**src/rtl/video_sync_detector.sv**
```systemverilog
// ---------------------------------------------------------------------------
// video_sync_detector
//
// Receive-side timing recovery. Measures raw sync/DE timing on a pixel
// stream that is qualified by iPixelEn. It reports the measured horizontal
// and vertical total/active sizes and raises oLocked once LOCK_FRAMES
// consecutive frames measure identically. While locked it emits a
// one-cycle oPixelSync at the first active pixel of each frame.
//
// Sample qualification: iHsync/iVsync/iDe are only meaningful on cycles
// with iPixelEn high. Every edge detector compares the current qualified
// sample with the previous qualified sample. A cycle with iPixelEn low
// changes nothing, apart from oPixelSync dropping back to 0.
//
// Ports:
//   iClk        clock
//   iRst        asynchronous active-high reset
//   iPixelEn    sample strobe
//   iHsync      horizontal sync, active level HSYNC_POL
//   iVsync      vertical sync, active level VSYNC_POL
//   iDe         data enable (active pixel)
//   oPixelSync  one-cycle pulse at the first active pixel of a locked frame
//   oHtotal     measured pixels per line     (held from last lock)
//   oHactive    measured active pixels/line  (held from last lock)
//   oVtotal     measured lines per frame     (held from last lock)
//   oVactive    measured active lines/frame  (held from last lock)
//   oLocked     timing stable (high exactly while the FSM is LOCKED)
//   dbg_state   lock FSM state (0 SEARCH, 1 CHECK, 2 LOCKED)
// ---------------------------------------------------------------------------
module video_sync_detector #(
   parameter int   H_W         = 12,
   parameter int   V_W         = 11,
   parameter int   LOCK_FRAMES = 2,
   parameter logic HSYNC_POL   = 1'b1,
   parameter logic VSYNC_POL   = 1'b1
) (
   input  logic           iClk,
   input  logic           iRst,
   input  logic           iPixelEn,
   input  logic           iHsync,
   input  logic           iVsync,
   input  logic           iDe,
   output logic           oPixelSync,
   output logic [H_W-1:0] oHtotal,
   output logic [H_W-1:0] oHactive,
   output logic [V_W-1:0] oVtotal,
   output logic [V_W-1:0] oVactive,
   output logic           oLocked,
   output logic [1:0]     dbg_state
);

   localparam logic [H_W-1:0] H_MAX  = '1;
   localparam logic [V_W-1:0] V_MAX  = '1;
   localparam int             M_W    = (LOCK_FRAMES < 2) ? 1 : $clog2(LOCK_FRAMES + 1);
   localparam logic [M_W-1:0] M_LOCK = M_W'(LOCK_FRAMES);

   typedef enum logic [1:0] {
      ST_SEARCH = 2'd0,
      ST_CHECK  = 2'd1,
      ST_LOCKED = 2'd2
   } state_t;

   // ---------------- sample history and edge detection ----------------
   logic hs_now, vs_now;
   logic hs_prev, vs_prev, de_prev;
   logic hs_edge, vs_edge, de_rise, de_fall;

   assign hs_now  = (iHsync == HSYNC_POL);
   assign vs_now  = (iVsync == VSYNC_POL);
   assign hs_edge = iPixelEn &  hs_now & ~hs_prev;
   assign vs_edge = iPixelEn &  vs_now & ~vs_prev;
   assign de_rise = iPixelEn &  iDe    & ~de_prev;
   assign de_fall = iPixelEn & ~iDe    &  de_prev;

   always_ff @(posedge iClk or posedge iRst) begin
      if (iRst) begin
         hs_prev <= 1'b0;
         vs_prev <= 1'b0;
         de_prev <= 1'b0;
      end else if (iPixelEn) begin
         hs_prev <= hs_now;
         vs_prev <= vs_now;
         de_prev <= iDe;
      end
   end

   // ---------------- horizontal measurement ----------------
   // h_cnt restarts at 1 on the DE-rise pixel, so at the next DE rise it
   // holds the full line length and at DE fall the active length.
   logic [H_W-1:0] h_cnt, h_tot_meas, h_act_meas;
   logic           h_seen;

   always_ff @(posedge iClk or posedge iRst) begin
      if (iRst) begin
         h_cnt      <= '0;
         h_tot_meas <= '0;
         h_act_meas <= '0;
         h_seen     <= 1'b0;
      end else if (iPixelEn) begin
         if (de_rise) begin
            h_cnt  <= H_W'(1);
            h_seen <= 1'b1;
            // The first rise after reset follows a partial line.
            if (h_seen) h_tot_meas <= h_cnt;
         end else if (h_cnt != H_MAX) begin
            h_cnt <= h_cnt + H_W'(1);
         end
         if (de_fall) h_act_meas <= h_cnt;
      end
   end

   // ---------------- vertical measurement ----------------
   // Frame end is handled before the line events of the same sample, so a
   // coincident hsync/DE edge counts as the first line of the new frame.
   logic [V_W-1:0] v_cnt, v_act, v_cnt_nxt, v_act_nxt;
   logic           v_seen, capture, sync_loss;

   always_comb begin
      v_cnt_nxt = v_cnt;
      v_act_nxt = v_act;
      if (vs_edge) begin
         v_cnt_nxt = '0;
         v_act_nxt = '0;
      end
      if (hs_edge && (v_cnt_nxt != V_MAX)) v_cnt_nxt = v_cnt_nxt + V_W'(1);
      if (de_rise && (v_act_nxt != V_MAX)) v_act_nxt = v_act_nxt + V_W'(1);
   end

   always_ff @(posedge iClk or posedge iRst) begin
      if (iRst) begin
         v_cnt  <= '0;
         v_act  <= '0;
         v_seen <= 1'b0;
      end else begin
         v_cnt <= v_cnt_nxt;
         v_act <= v_act_nxt;
         if (vs_edge) v_seen <= 1'b1;
      end
   end

   // The first vsync after reset closes a partial frame: arm only.
   assign capture   = vs_edge & v_seen;
   assign sync_loss = (v_cnt_nxt == V_MAX);

   // ---------------- lock FSM ----------------
   state_t         state, state_nxt;
   logic [M_W-1:0] match_cnt, match_nxt, match_inc;
   logic [H_W-1:0] ref_ht, ref_ha, ref_ht_nxt, ref_ha_nxt;
   logic [V_W-1:0] ref_vt, ref_va, ref_vt_nxt, ref_va_nxt;
   logic           ref_load, same, armed, armed_nxt;
   logic           locked_nxt, out_load, pulse_nxt;

   // At a capture the frame measurement set is the current horizontal
   // registers plus the vertical counters about to be cleared.
   assign same = (h_tot_meas == ref_ht) && (h_act_meas == ref_ha) &&
                 (v_cnt == ref_vt) && (v_act == ref_va);
   assign match_inc = match_cnt + M_W'(1);

   // State register (also holds reference set and registered outputs).
   always_ff @(posedge iClk or posedge iRst) begin
      if (iRst) begin
         state      <= ST_SEARCH;
         match_cnt  <= '0;
         ref_ht     <= '0;
         ref_ha     <= '0;
         ref_vt     <= '0;
         ref_va     <= '0;
         armed      <= 1'b0;
         oLocked    <= 1'b0;
         oPixelSync <= 1'b0;
         oHtotal    <= '0;
         oHactive   <= '0;
         oVtotal    <= '0;
         oVactive   <= '0;
      end else begin
         state      <= state_nxt;
         match_cnt  <= match_nxt;
         ref_ht     <= ref_ht_nxt;
         ref_ha     <= ref_ha_nxt;
         ref_vt     <= ref_vt_nxt;
         ref_va     <= ref_va_nxt;
         armed      <= armed_nxt;
         oLocked    <= locked_nxt;
         oPixelSync <= pulse_nxt;
         if (out_load) begin
            oHtotal  <= ref_ht_nxt;
            oHactive <= ref_ha_nxt;
            oVtotal  <= ref_vt_nxt;
            oVactive <= ref_va_nxt;
         end
      end
   end

   // Next-state logic. Sync loss overrides any frame-end evaluation.
   always_comb begin
      state_nxt = state;
      match_nxt = match_cnt;
      ref_load  = 1'b0;
      if (sync_loss) begin
         state_nxt = ST_SEARCH;
         match_nxt = '0;
      end else if (capture) begin
         case (state)
            ST_SEARCH: begin
               ref_load  = 1'b1;
               match_nxt = M_W'(1);
               state_nxt = (LOCK_FRAMES == 1) ? ST_LOCKED : ST_CHECK;
            end
            ST_CHECK: begin
               if (same) begin
                  match_nxt = match_inc;
                  if (match_inc == M_LOCK) state_nxt = ST_LOCKED;
               end else begin
                  ref_load  = 1'b1;
                  match_nxt = M_W'(1);
               end
            end
            ST_LOCKED: begin
               if (!same) begin
                  state_nxt = ST_SEARCH;
                  match_nxt = '0;
               end
            end
            default: begin
               state_nxt = ST_SEARCH;
               match_nxt = '0;
            end
         endcase
      end
   end

   // Output logic.
   always_comb begin
      ref_ht_nxt = ref_load ? h_tot_meas : ref_ht;
      ref_ha_nxt = ref_load ? h_act_meas : ref_ha;
      ref_vt_nxt = ref_load ? v_cnt      : ref_vt;
      ref_va_nxt = ref_load ? v_act      : ref_va;
      locked_nxt = (state_nxt == ST_LOCKED);
      out_load   = (state_nxt == ST_LOCKED) && (state != ST_LOCKED);
      // A frame end arms; the first DE rise disarms. When both land on the
      // same sample the frame end counts first, so that rise still pulses.
      pulse_nxt  = de_rise && (armed || vs_edge) && (state_nxt == ST_LOCKED);
      armed_nxt  = armed;
      if (vs_edge) armed_nxt = 1'b1;
      if (de_rise) armed_nxt = 1'b0;
   end

   assign dbg_state = state;

endmodule

```
**config.mk**
```make
export PLATFORM = sky130hd
export DESIGN_NAME = video_sync_detector
export DESIGN_NICKNAME = d
export VERILOG_FILES = /design/src/rtl/video_sync_detector.sv
export SDC_FILE = /design/constraint.sdc
export NUM_CORES = 1
export LEC_CHECK = 0
export CORE_MARGIN = 2
export CORE_UTILIZATION = 30
export DETAILED_ROUTE_END_ITERATION = 6
export GPL_TIMING_DRIVEN = 0
export PLACE_DENSITY = 0.45
export SLEW_MARGIN = 25
export SYNTH_ARGS = -nofsm -noshare
export SYNTH_HDL_FRONTEND = slang
export SYNTH_SLANG_ARGS = --single-unit
export TNS_END_PERCENT = 10
```
**constraint.sdc**
```tcl
create_clock -name iClk -period 7.06 [get_ports iClk]
set_clock_uncertainty 0.2 [all_clocks]
set_input_delay 0.706 -clock iClk [delete_from_list [all_inputs] [get_ports iClk]]
set_output_delay 0.706 -clock iClk [all_outputs]
set_load 0.01 [all_outputs]
```
Word-level counts from Yosys, hierarchy flattened
Cells that the tools add are included.
{"block": "classes", "shifts": 0, "bitwise_logic": 13, "multipliers": 0, "muxes": 27, "n_addsub": 4, "n_eq_ne": 14, "div": 0, "magnitude_cmp": 0, "n_reduce_logical": 18}
{"cell": "$mux W11", "count": 6}
{"cell": "$mux W12", "count": 4}
{"cell": "$eq A12 B12 Y1", "count": 2}
{"cell": "$add A11 B1 Y11 const B", "count": 2}
{"cell": "$eq A11 B11 Y1", "count": 2}
{"cell": "$ne A11 B11 Y1 const B", "count": 2}
{"cell": "$mux W2", "count": 9}
{"cell": "$add A12 B1 Y12 const B", "count": 1}
{"cell": "$ne A12 B12 Y1 const B", "count": 1}
{"cell": "$pmux W2 S3", "count": 2}
{"cell": "$eq A11 B11 Y1 const B", "count": 1}
{"cell": "$and A1 B1 Y1", "count": 9}
{"cell": "$logic_and A1 B1 Y1", "count": 8}
{"cell": "$reduce_and A2 Y1", "count": 4}
{"cell": "$eq A2 B2 Y1 const B", "count": 3}
{"cell": "$reduce_bool A2 Y1", "count": 3}
{"cell": "$mux W1", "count": 5}
{"cell": "$not A1 Y1", "count": 4}
{"cell": "$ne A3 B3 Y1 const B", "count": 1}
{"cell": "$reduce_and A3 Y1", "count": 1}
{"cell": "$add A2 B1 Y2 const B", "count": 1}
{"cell": "$eq A2 B1 Y1 const B", "count": 1}
{"cell": "$logic_not A2 Y1", "count": 1}
{"cell": "$ne A2 B2 Y1 const B", "count": 1}
{"cell": "other kinds (2)", "count": 2}
{"block": "totals", "n_memories": 0, "ff_bits": 162, "latch_bits": 0, "inputBits": 6, "rom_bits": 0, "word_cells": 99, "ramBits": 0}

Depth between registers and ports, before layout
Gate-level depths: netlist of the first run.
{"block": "depth", "depth_word": 10, "ltp_mapped": 13, "depth_no_buf": 11}

Worst setup path after synthesis of the first run
No wires, ideal clock.
{"block": "synth_timing", "path_kind": "input to register", "startpoint": "input port iPixelEn", "endpoint": "register oPixelSync", "setup_time_ns": 0.139, "t_arrival_ns": 3.145, "setup_slack_ns": 3.576, "cell_stages": 12, "path_cell_list": "buf_6 nand3b_1 clkbuf_1 and2_1 ha_1 and4b_1 a31oi_1 a211oi_2 nand4_1 or4_4 nor4_4 nor4_1"}
{"block": "synth_between", "elab_chain_cells": 10, "elab_cells_between_ends": 19, "classes_between": "add/sub: 1; eq/ne: 3; mux: 4; bitwise: 7; reduce/logical: 4"}
{"element": "start, declared", "line_no": "39", "text": "input logic iPixelEn,"}
{"element": "parallel branches: the longest is 5 deep, another holds $add A11 B1 Y11"}
{"element": "$mux W11 (*)", "line_no": "125", "text": "if (hs_edge && (v_cnt_nxt != V_MAX)) v_cnt_nxt = v_cnt_nxt + V_W'(1);"}
{"element": "net v_cnt_nxt[4]", "line_no": "115", "text": "logic [V_W-1:0] v_cnt, v_act, v_cnt_nxt, v_act_nxt;"}
{"element": "$eq A11 B11 Y1 (*)", "line_no": "143", "text": "assign sync_loss = (v_cnt_nxt == V_MAX);"}
{"element": "$mux W2 (*)", "line_no": "199", "text": "if (sync_loss) begin"}
{"element": "$eq A2 B2 Y1 (*)", "line_no": "242", "text": "pulse_nxt = de_rise && (armed || vs_edge) && (state_nxt == ST_LOCKED);"}
{"element": "$logic_and A1 B1 Y1 (*)", "line_no": "242"}
{"element": "net pulse_nxt", "line_no": "151", "text": "logic locked_nxt, out_load, pulse_nxt;"}
{"element": "end signal, assigned", "line_no": "184", "text": "oPixelSync <= pulse_nxt;"}
{"element": "end, declared", "line_no": "43", "text": "output logic oPixelSync,"}
Mark *: on every way through the listed nets, which the timed path passes.
A chain may end at the register's enable or synchronous reset.

Worst setup path in the final report of the first run
{"block": "layout_timing", "startpoint": "input port iPixelEn", "endpoint": "register oPixelSync"}
{"block": "layout_between", "elab_chain_cells": 10, "elab_cells_between_ends": 19, "classes_between": "add/sub: 1; eq/ne: 3; mux: 4; bitwise: 7; reduce/logical: 4"}
{"element": "parallel branches: the longest is 9 deep, another holds $add A11 B1 Y11"}
{"element": "$logic_and A1 B1 Y1 (*)", "line_no": "242"}
{"element": "net pulse_nxt", "line_no": "151"}
Marked as above.

==> impl_metrics.sql, run 1 <==
INSERT INTO impl_metrics (metric_group, metric, value, unit) VALUES
('outcome', 'status', 'completed', ''),
('setup_path', 'worst-endpoint-arrival', '4420', 'ps'),
('floorplanning', 'design.core.area', '0.0242', 'mm²'),
('clock_tree', 'clock-root-buffer', 'clkbuf_16', ''),
('floorplanning', 'die_area', '0.0259', 'mm²'),
('setup_path', 'crit_buf_inv', '3', ''),
('clock_tree', 'clk-insertion-delay-late', '430', 'ps'),
('placed_design', 'buffers_on_ports', '55', ''),
('floorplanning', 'die_height', '161', 'µm'),
('job', 'timing.max_cap.violations', '0', ''),
('power_and_ir_drop', 'proportion_of_total_power_due_to_net_switching', '26.9', '%'),
('layout', 'layout.cells.non_filler', '971', ''),
('placed_design', 'place.detailed.instances', '939', ''),
('sta', 'worstMarginPinSlew', '756', 'ps'),
('sta', 'final_period_minus_worst_setup_slack', '4340', 'ps'),
('synth', 'postSynthNetCount', '569', ''),
('layout', 'nNetsFinal', '644', ''),
('clock_tree', 'tritoncts.num_buffers', '17', ''),
('setup_path', 'crit_chain', 'clkdlybuf4s50_1 > buf_6 > nand3b_1 > clkbuf_1 > and2_1 > ha_1 > nand2_1 > nor3_2 > and2_1 > o21ai_0 > or4_4 > nor4_4 > nor4_1', ''),
('global_route', 'grt_pass1_vias', '4723', ''),
('routing', 'drc_errors_left', '0', ''),
('global_route', 'gr-usage-all-layers', '13.9', '%'),
('synth', 'synthesized_area_fraction_occupied_by_adder_cells', '0.677', '%'),
('power_and_ir_drop', 'p_per_area', '274', 'mW/mm²'),
('synth', 'post_synthesis_area_per_instance', '13.2', 'µm²'),
('synth', 'synth_seq_area_share', '54.8', '%'),
('clock_tree', 'postCtsHoldBufs', '0', ''),
('routing', 'drtIter0Drc', '312', ''),
('clock_tree', 'post-cts-setup-buffers', '0', ''),
('layout', 'post-route-util', '37.2', '%'),
('clock_tree', 'path_clk_slew', '60', 'ps'),
('setup_path', 'rrSetupSlack', '3270', 'ps'),
('routing', 'first_pass_iters', '4', ''),
('clock_tree', 'maximum_buffer_depth_of_the_clock_tree', '2', ''),
('sta', 'clock.fmax', '230', 'MHz'),
('synth', 'synthCells', '559', ''),
('synth', 'yosys.area_share.simple', '10.3', '%'),
('sta', 'rsz_0062_raised_after_global_routing', 'no', ''),
('synth', 'largest_family_of_logic_cells_by_synthesized_area', 'multiplexers', ''),
('global_route', 'global_route_wire_length_before_repair', '27400', 'µm'),
('sta', 'final-max-slew-violation-count', '0', ''),
('power_and_ir_drop', 'clkPwrFrac', '40.3', '%'),
('routing', 'drt-vias-per-instance', '4.65', ''),
('worst_hold_path', 'path_class_of_the_lowest_slack_min_delay_path', 'register to register', ''),
('power_and_ir_drop', 'share_of_total_power_in_combinational_logic', '14.8', '%'),
('setup_path', 'critical-path-slowest-cell', 'or4_4', ''),
('setup_path', 'critical_path.startpoint_type', 'input port', ''),
('synth', 'post_synth_mux_area_share', '20.0', '%'),
('synth', 'synth-compound-area-share', '3.42', '%'),
('setup_path', 'regToRegStartpoint', 'vs_prev', ''),
('synth', 'synth_warnings', '0', ''),
('sta', 'layout_worst_path_cycle_share', '61.5', '%'),
('routing', 'via_count', '4516', ''),
('sta', 'final_hold_viol_count', '0', ''),
('global_route', 'remaining_global_route_overflow', '0', ''),
('synth', 'synth.lib_cells_used.distinct', '50', ''),
('global_route', 'grt_antenna_before_repair', '0', ''),
('floorplanning', 'dieWidth', '161', 'µm'),
('clock_tree', 'cts-resized-gates', '0', ''),
('layout', 'share_of_layout_cells_above_drive_strength_1', '26.9', '%'),
('sta', 'worst_slew_margin', '49.6', '%'),
('routing', 'detail_route.wl_per_cell', '17.5', 'µm'),
('layout', 'sequential_cell_area', '0.00405', 'mm²'),
('layout', 'n_antenna_cell', '0', ''),
('power_and_ir_drop', 'power.share.sequential', '44.8', '%'),
('setup_path', 'worstSetupEndpointType', 'register', ''),
('floorplanning', 'ios', '56', ''),
('setup_path', 'crit_start', 'iPixelEn', ''),
('layout', 'area_growth', '21.9', '%'),
('setup_path', 'category_of_cells_accounting_for_the_largest_share_of_critical_path_delay', 'simple AND/OR/NAND/NOR gates', ''),
('routing', 'drt.antenna.violating_nets', '0', '');
## per-layer routing
| metal | wire, µm | GRT usage, % | share of wire, % | up-vias |
|---|---|---|---|---|
| met2 | 7890 | 21.3 | 46 | 93 |
| met3 | 558 | 3.26 | 3.3 | 12 |
| li1 | - | - | - | 2132 |
| met1 | 8360 | 19.6 | 49 | 2279 |
| met4 | 209 | 4.38 | 1.2 | 0 |
| met5 | 0 | 0 | 0 | - |
## power groups by stage
stage	registers [mW]	clock network [mW]	logic, mW
after floorplan	1.10	0	0.263
after global placement	1.12	0	0.368
after global routing	1.13	1.07	0.410
final	1.11	0.997	0.367
after detailed placement	1.13	0	0.375
after CTS	1.11	1.03	0.378
## worst min path at each step
stage | start | endpoint | slack, ps | cells after the start
after floorplan | h_seen | h_seen | 230 | 1
after global placement | h_seen | h_seen | 250 | 1
after detailed placement | h_seen | h_seen | 250 | 1
after CTS | h_seen | h_seen | 270 | 1
after global routing | armed | armed | 300 | 2
final | h_seen | h_seen | 280 | 1
## metrics by stage
stage	hold slack [ps]	setup slack [ps]	power (mW)	TNS, ps	instance area (µm²)
floorplan	235	1780	1.36	0	7390
global placement	252	-586	1.49	-92170	8350
detailed placement	255	2290	1.50	0	8380
CTS	274	2730	2.52	0	9010
global route	300	2470	2.61	0	9010
finish	276	2720	2.47	0	9010
## cell type report
| cell class | count | area share, % |
|---|---|---|
| Sequential cell | 162 | 45.0 |
| Multi-Input combinational cell | 364 | 34.8 |
| Timing Repair Buffer | 56 | 6.41 |
| Clock buffer | 24 | 5.34 |
| Tap cell | 324 | 4.50 |
| Buffer | 28 | 1.99 |
| Clock inverter | 8 | 1.65 |
| Inverter | 5 | 0.292 |
## registers in the layout, indices dropped and copies added (netlist names)
signal	cells
vs_prev	1
armed	1
ref_ht	12
hs_prev	1
oHactive	12
oVtotal	11
h_cnt	12
v_seen	1
v_act	11
oPixelSync	1
v_cnt	11
h_tot_meas	12
dbg_state	2
oVactive	11
ref_ha	12
ref_va	11
match_cnt	2
de_prev	1
ref_vt	11
h_act_meas	12
oLocked	1
oHtotal	12
h_seen	1
## cells in the mapped netlist (all sizes together), types with 2 or more instances
cell / instances / area (µm²)
and4: 4 / 35.0
xnor2: 6 / 52.6
clkbuf: 8 / 30.0
nor2: 36 / 135
and3: 2 / 12.5
nand2b: 2 / 12.5
dfrtp: 162 / 4050
a22oi: 3 / 22.5
o21ai: 9 / 45.0
or4: 2 / 18.8
a31oi: 6 / 37.5
xor2: 62 / 543
a41oi: 3 / 26.3
nor4b: 2 / 23.8
nor4: 14 / 103
nand3b: 3 / 35.0
nor3: 6 / 46.3
buf: 20 / 149
and2: 9 / 56.3
ha: 4 / 50.1
mux2: 117 / 1470
nand4: 16 / 100
inv: 5 / 18.8
nand2: 23 / 86.3
nand3: 12 / 60.1
a21oi: 9 / 45.0
## logic make-up (layout without fill, tap and decap cells)
logic type | Yosys count | in the layout
multiplexers | 118 | 118
buffers and inverters | 33 | 121
adder cells (fa/ha/maj) | 4 | 4
flip-flops | 162 | 162
AND/OR/NAND/NOR | 136 | 136
XOR/XNOR | 68 | 68
AO/OA/AOI/OAI | 38 | 38
## placed cells by master, fill, tap and decap left out, types with 2 or more instances in the layout
cell             Yosys  routed
a21oi_1              9       9
a22oi_1              3       3
a31oi_1              6       6
a41oi_1              3       3
and2_1               9       9
and3_1               2       2
and4_1               4       4
buf_2               11      11
buf_6                8       8
bufinv_16            0       4
clkbuf_1             8      12
clkbuf_16            0      17
clkbuf_8             0       3
clkdlybuf4s50_1      0      55
clkinvlp_4           0       2
dfrtp_1            162     162
ha_1                 4       4
inv_1                5       4
mux2_2              77      77
mux2_4              40      40
nand2_1             23      23
nand2b_1             2       2
nand3_1             12      12
nand3b_1             2       2
nand4_1             16      16
nor2_1              36      36
nor3_1               4       4
nor4_1              13      13
o21ai_0              8       8
xnor2_1              6       6
xor2_1              62      62
Power figures use the tool's default switching activity.
==> inputs of run 2 (changes only) <==
clock period = 4.4 ns   (was 7.06 ns; I/O delays follow)
==> run 2 against run 1 <==
Net effect: sequential share of layout area fell by 0.41 points; first-iteration DRC count shrank 19%; via count rose by 1.0%; power up 60%; critical path depth is the same; final cell count is 0.31% higher; non-clock buffer count increased by 5; worst hold slack lost 180 ps; worst setup slack got worse by 2300 ps; largest cell class unchanged.
==> impl_metrics.sql, run 2 (synthesis results as in run 1) <==
INSERT INTO impl_metrics (metric_group, metric, value, unit) VALUES
('outcome', 'status', 'completed', ''),
('layout', 'fillerInstances', '2366', ''),
('layout', 'n_antenna_cell', '0', ''),
('sta', 'clock.fmax', '251', 'MHz'),
('layout', 'area_growth', '23.1', '%'),
('setup_path', 'worst-endpoint-arrival', '4040', 'ps'),
('floorplanning', 'floorplan.initialDensity', '30.5', '%'),
('global_route', 'gr-usage-all-layers', '14.0', '%'),
('clock_tree', 'clk-insertion-delay-late', '420', 'ps'),
('routing', 'via_count', '4561', ''),
('setup_path', 'capturing_point_of_the_worst_reg2reg_path', 'oPixelSync', ''),
('setup_path', 'critical_path.startpoint_type', 'input port', ''),
('setup_path', 'cp_data_required_time', '4460', 'ps'),
('placed_design', 'dp_hpwl', '12600', 'µm'),
('setup_path', 'rrSetupSlack', '680', 'ps'),
('clock_tree', 'path_clk_slew', '60', 'ps'),
('sta', 'timing.setup.tns', '0', 'ps'),
('setup_path', 'worstSetupEndpointType', 'register', ''),
('sta', 'layout_setup_ws', '421', 'ps'),
('job', 'timing.max_cap.violations', '0', ''),
('clock_tree', 'cts.sink_count', '162', ''),
('floorplanning', 'die_height', '161', 'µm'),
('placed_design', 'buffers_on_ports', '55', ''),
('clock_tree', 'maximum_buffer_depth_of_the_clock_tree', '2', ''),
('power_and_ir_drop', 'finalPower', '3.95', 'mW'),
('sta', 'layout_worst_path_cycle_share', '90.4', '%'),
('sta', 'worstMarginPinSlew', '679', 'ps'),
('sta', 'final_period_minus_worst_setup_slack', '3980', 'ps'),
('sta', 'worst_slew_margin', '54.7', '%'),
('routing', 'drtIter0Drc', '252', ''),
('floorplanning', 'cell_rows', '57', ''),
('floorplanning', 'dieWidth', '161', 'µm'),
('setup_path', 'regToRegStartpoint', 'vs_prev', ''),
('sta', 'final_hold_viol_count', '0', ''),
('power_and_ir_drop', 'power.static_leakage', '4.40', 'nW'),
('global_route', 'grt_antenna_before_repair', '0', ''),
('setup_path', 'crit_chain', 'clkdlybuf4s50_1 > buf_6 > nand3b_1 > clkbuf_2 > and2_1 > ha_1 > and4b_1 > o2111a_1 > a211oi_2 > nand4_1 > or4_4 > nor4_4 > nor4_1', ''),
('worst_hold_path', 'path_class_of_the_lowest_slack_min_delay_path', 'input port to async pin', ''),
('sta', 'rsz_0062_raised_after_global_routing', 'no', ''),
('clock_tree', 'clock-root-buffer', 'clkbuf_16', ''),
('sta', 'final-max-slew-violation-count', '0', ''),
('setup_path', 'timing.setup.critical_path_class', 'input port to register', ''),
('placed_design', 'gp_congestion', '0.773', ''),
('setup_path', 'slowest_stage_delay_on_critical_path', '510', 'ps'),
('layout', 'mostFrequentLayoutCells', 'dfrtp_1, mux2_2, xor2_1', ''),
('routing', 'drc_errors_left', '0', ''),
('setup_path', 'critPathMaxFanout', '10', ''),
('placed_design', 'place.detailed.instances', '944', ''),
('clock_tree', 'cts_tree', 'yes', ''),
('routing', 'detail_route.wl_per_cell', '17.8', 'µm'),
('floorplanning', 'die_area', '0.0259', 'mm²'),
('routing', 'first_pass_iters', '4', ''),
('global_route', 'grt_pass1_vias', '4824', ''),
('clock_tree', 'tritoncts.num_buffers', '17', ''),
('setup_path', 'critical-path-slowest-cell', 'clkdlybuf4s50_1', ''),
('global_route', 'grt_max_degree', '32', ''),
('routing', 'drt.antenna.violating_nets', '0', ''),
('floorplanning', 'ios', '56', ''),
('sta', 'fin_hold_ws', '97.2', 'ps'),
('power_and_ir_drop', 'p_per_area', '435', 'mW/mm²'),
('placed_design', 'post-place-ws', '-176', 'ps'),
('clock_tree', 'post-cts-setup-buffers', '0', ''),
('layout', 'share_of_layout_cells_above_drive_strength_1', '27.7', '%'),
('clock_tree', 'h-tree-depth', '4', ''),
('layout', 'layout.cells.most_common', 'dfrtp_1', ''),
('global_route', 'remaining_global_route_overflow', '0', ''),
('routing', 'drt-vias-per-instance', '4.68', ''),
('setup_path', 'worstRegToRegCells', '11', ''),
('global_route', 'global_route_wire_length_before_repair', '27900', 'µm'),
('sta', 'setup_viol_count_final', '0', ''),
('power_and_ir_drop', 'irDropWorstVdd', '219', 'µV'),
('layout', 'nNetsFinal', '649', ''),
('floorplanning', 'design.core.area', '0.0242', 'mm²'),
('layout', 'layout.cells.non_filler', '974', ''),
('routing', 'drt-total-wl', '17300', 'µm');
[run 2: worst max-delay path by stage]
| stage | start | to | cells after the start |
|---|---|---|---|
| 5_1_grt | iPixelEn | oPixelSync | 13 |
| 3_3_place_gp | iPixelEn | oPixelSync | 13 |
| 2_1_floorplan | iPixelEn | oPixelSync | 12 |
| 3_5_place_dp | iPixelEn | oPixelSync | 13 |
| 4_1_cts | iPixelEn | oPixelSync | 13 |
| 6_report | iPixelEn | oPixelSync | 13 |
[run 2: worst max-delay path, delay by kind of cell]
family / cells / cell delay, ps
AO/OA/AOI/OAI: 2 / 450
adder cells (fa/ha/maj): 1 / 280
buffers and inverters: 3 / 970
AND/OR/NAND/NOR: 7 / 1900
[run 2: repair_timing]
action                                  4_1_cts  5_1_grt
endpoints found under the setup margin        0        1
hold buffers                                  0        0
resized for setup                             0        2
[run 2: cell type report]
| class | instances | area, µm² | share of cell area, % |
|---|---|---|---|
| multi-input cells | 364 | 3140 | 34.5 |
| inverters | 5 | 22.5 | 0.248 |
| repair buffers | 61 | 678 | 7.45 |
| plain buffers | 28 | 180 | 1.98 |
| clock buffers | 21 | 460 | 5.06 |
| clock inverters | 9 | 156 | 1.72 |
| well taps | 324 | 405 | 4.46 |
| flip-flops and latches | 162 | 4050 | 44.6 |
[run 2: through the flow]
stage               cell area, µm²  util (%)
floorplan                     7400         -
global placement              8350      34.4
detailed placement            8480      35.0
CTS                           9100      37.5
global route                  9100      37.5
finish                        9100      37.5
[run 2: report_power, final]
part	internal, mW	switching, mW
logic	0.283	0.321
registers	1.63	0.153
clock network	0.975	0.596
[run 2: routing by layer]
layer	wire length (µm)	track usage (%)	vias up
met5	0	0	-
met4	169	3.25	0
met3	419	3.44	11
met2	8250	22.0	78
met1	8490	19.7	2332
li1	-	-	2140
